### src/rtl/reg_generic_pkg.sv
// Shared defaults for the generic storage register used across the LX32 core.
package reg_generic_pkg;

    // Default data width when an instantiator does not pass its own (typically XLEN).
    localparam int DefaultWidth = 32;

endpackage

### src/rtl/reg_generic.sv
// Parameterised edge-triggered storage register with write enable and asynchronous
// active-high reset; data_out is driven straight from the flops.
module reg_generic
    import reg_generic_pkg::*;
#(
    parameter int               WIDTH       = DefaultWidth,
    parameter logic [WIDTH-1:0] RESET_VALUE = '0
) (
    input  logic             clk,
    input  logic             rst,
    input  logic             en,
    input  logic [WIDTH-1:0] data_in,
    output logic [WIDTH-1:0] data_out
);

    if (WIDTH < 1) begin : g_width_check
        $fatal(1, "reg_generic: WIDTH must be at least 1");
    end

    logic [WIDTH-1:0] data_d;
    logic [WIDTH-1:0] data_q;

    always_comb begin
        data_d = data_q;
        if (en) begin
            data_d = data_in;
        end
    end

    // Reset wins over enable because it sits in the sensitivity list and is tested first.
    always_ff @(posedge clk or posedge rst) begin
        if (rst) begin
            data_q <= RESET_VALUE;
        end else begin
            data_q <= data_d;
        end
    end

    assign data_out = data_q;

`ifndef SYNTHESIS
    a_en_known : assert property (@(posedge clk) disable iff (rst) !$isunknown(en))
        else $error("reg_generic: en is X/Z at clock edge");

    a_reset_value : assert property (@(posedge clk) rst |-> (data_out == RESET_VALUE))
        else $error("reg_generic: data_out differs from RESET_VALUE during reset");

    a_hold_stable : assert property (@(posedge clk) disable iff (rst) !en |=> $stable(data_out))
        else $error("reg_generic: data_out changed while en was low");
`endif

endmodule

### config.mk
export PLATFORM = sky130hd
export DESIGN_NAME = reg_generic
export DESIGN_NICKNAME = d
export VERILOG_FILES = /design/src/rtl/reg_generic_pkg.sv /design/src/rtl/reg_generic.sv
export SDC_FILE = /design/constraint.sdc
export NUM_CORES = 1
export LEC_CHECK = 0
export CORE_MARGIN = 3
export CORE_UTILIZATION = 26
export CTS_BUF_LIST = sky130_fd_sc_hd__clkbuf_8
export DETAILED_ROUTE_END_ITERATION = 16
export PLACE_DENSITY = 0.61
export SYNTH_ARGS = -nofsm -noshare
export SYNTH_HDL_FRONTEND = slang
export SYNTH_SLANG_ARGS = --single-unit
### constraint.sdc
create_clock -name clk -period 1.25 [get_ports clk]
set_clock_uncertainty 0.2 [all_clocks]
set_input_delay 0.1875 -clock clk [delete_from_list [all_inputs] [get_ports clk]]
set_output_delay 0.1875 -clock clk [all_outputs]
set_load 0.01 [all_outputs]
==> flow_metrics.tcl <==
set metrics [dict create \
    synth_top_family_by_area "multiplexers" \
    crit_slowest_cell "dfrtp_1" \
    slowest_delay_ns 0.39 \
    grt_start_max_net_pins 33 \
    async_reset_ff_frac 1.00 \
    multi_input_area_um2 473 \
    ys.flop_type "dfrtp_1" \
    p_switching_uw 626 \
    nNetsFinal 188 \
    synth_compound_area_frac 0 \
    synth_adder_area_share 0 \
    power_frac_seq 0.420 \
    utilization 0.437 \
    drv_slew 0 \
    min_period_over_period 0.958 \
    clk_latency_ns 0.27 \
    htree_levels 2 \
    rrSetupSlack_ns 0.07 \
    yosys.cell_count.top_type "dfrtp_1" \
    antenna_left 0 \
    hold_violations 0 \
    vdd_ir_drop_max_mv 0.559 \
    hold_buffers 0 \
    path_clk_slew_ns 0.07 \
    grt_overflow 0 \
    worstPathRequired_ns 0.86 \
    min_period_ns 1.20 \
    io_pins 67 \
    top_layer_used "met4" \
    setup.worst_path.start_class "flip-flop" \
    relSlewSlack 0.883 \
    drt-met1-wl_um 1200 \
    end_kind "output port" \
    via_count 869 \
    syn_inst 69 \
    rr_worst_depth 3 \
    maxCapViolCount 0 \
    fin_cells 221 \
    yosys.area_share.simple 0 \
    vias_per_cell 3.93 \
    p_sw_frac 0.220 \
    postSynthNetCount 104 \
    muxShareOfSynthArea 0.351 \
    grt_first_pass_wirelength_um 5200 \
    cp-startpoint "data_out[26]$_DFFE_PP0P_" \
    path_delay_family "flip-flops" \
    timing.rr.end "data_out[27]$_DFFE_PP0P_" \
    fillers 467 \
    synth_cell_types 6 \
    clockBufferDepth 2 \
    yosysWarnings 0 \
    path_class "reg2out" \
    die_h_um 78.0 \
    hold_path_class "in2async" \
    first_global_vias 1009 \
    outcome "completed" \
    start_util 0.276 \
    critPathArrivalTime_ns 0.81 \
    regArea_um2 801 \
    routed_wl_um 3140 \
    drc 0 \
    fmax_mhz 835 \
    fin_area_um2 2130 \
    largest_reg_flops 32 \
    antenna_found_initial 0 \
    tritoncts "yes" \
    hold_slack_ns 0.0505 \
    placed_cell_area_um2 2110 \
    n_antenna_cell 0 \
    gr-usage-all-layers 0.112 \
    drtIter0Drc 9 \
    dpl.cell_count 205 \
    die_x_um 78.0 \
    die-area_um2 6090 \
    wl_met2_um 1650 \
    path_max_fanout 2 \
    clkSinkCount 32 \
    synth_commonest_cells "32 x dfrtp_1, 30 x mux2_4, 3 x buf_12" \
    syn_area_um2 1350 \
    dp_hpwl_um 2310 \
    numCtsBuffers 5 \
    synthTopCellsByArea "dfrtp_1 59%, mux2_4 33%, buf_12 4.5%" \
    p_int_mw 2.21 \
    num_rows 25 \
    crit_chain "buf_2" \
    area_growth_pct 58.2 \
    r2r-start "data_out[27]$_DFFE_PP0P_" \
    ys_seq_area_frac 0.594 \
    wl_per_cell_um 14.2 \
    p_leak_nw 1.04 \
    combPwrFrac 0.202 \
    drive_gt1_frac 0.571 \
    tns_ns 0 \
    gp_congestion 0.707 \
    synth_seq_cells 32 \
    worstMarginPinSlew_ns 0.176 \
    power_frac_clock 0.378 \
    io_buffers 66 \
    synth_top_area_share 0.594 \
    drtPass1Iterations 2 \
    rsz0062_at_grt "no" \
    cts_root_buf "clkbuf_8" \
    synth-xor-area-share 0 \
    post_synth.cell_area_avg_um2 19.5 \
    finalSetupViolations 0 \
    power_density_nw_per_um2 1330 \
    synth_top_area_cell "dfrtp_1" \
    met3WireLength_um 232 \
    core_area_um2 4880 \
    synth-edff-count 0 \
    path_buf_inv 1 \
]
-- how the worst max path moves through the flow --
stage	end	slack, ns	cells past startpoint
6_report	data_out[26]	0.05	1
5_1_grt	data_out[11]	0.006	1
4_1_cts	data_out[15]	0.03	1
3_5_place_dp	data_out[15]	-0.06	1
3_3_place_gp	data_out[31]	-0.02	1
2_1_floorplan	data_out[0]$_DFFE_PP0P_	0.17	1
-- timing repair --
item / 4_1_cts / 5_1_grt
endpoints found under the setup margin: 32 / 0
setup buffers: 8 / 0
resized for setup: 128 / 0
-- cell usage in the layout, fill, tap and decap left out --
master           instances
mux2_4                  30
inv_1                    1
bufinv_16                1
buf_12                   3
clkdlybuf4s50_1         33
dfrtp_1                 32
buf_4                   12
buf_2                   33
mux2_2                   2
clkbuf_8                 7
-- routing by layer --
metal  up-vias  global-route usage
met5         -                   0
met4         0              0.0524
met3         4              0.0378
met2        40               0.196
met1       423               0.122
li1        402                   -
-- kinds of logic (layout without fill, tap and decap cells) --
kind of cell	Yosys count	in the layout
buf+inv	5	90
flops	32	32
mux	32	32
-- final cells by class --
type | count | share of cell area
Timing Repair Buffer | 81 | 0.303
Clock inverter | 1 | 0.0141
Inverter | 1 | 0.00176
Tap cell | 67 | 0.0393
Multi-Input combinational cell | 32 | 0.222
Sequential cell | 32 | 0.375
Clock buffer | 7 | 0.0452
-- stage by stage --
stage / setup WS [ns] / total power [mW]
floorplan: 0.172 / 1.49
global placement: -0.0170 / 1.85
detailed placement: -0.0550 / 1.86
CTS: 0.0269 / 2.90
global route: 0.00581 / 2.98
finish: 0.0525 / 2.84
-- power by group through the flow --
stage,Sequential [mW],Combinational [mW],Clock (mW)
after floorplan,1.26,0.228,0
after global placement,1.21,0.638,0
after detailed placement,1.21,0.647,0
after CTS,1.19,0.587,1.12
after global routing,1.20,0.614,1.16
final,1.19,0.574,1.07
Power figures use the tool's default switching activity.
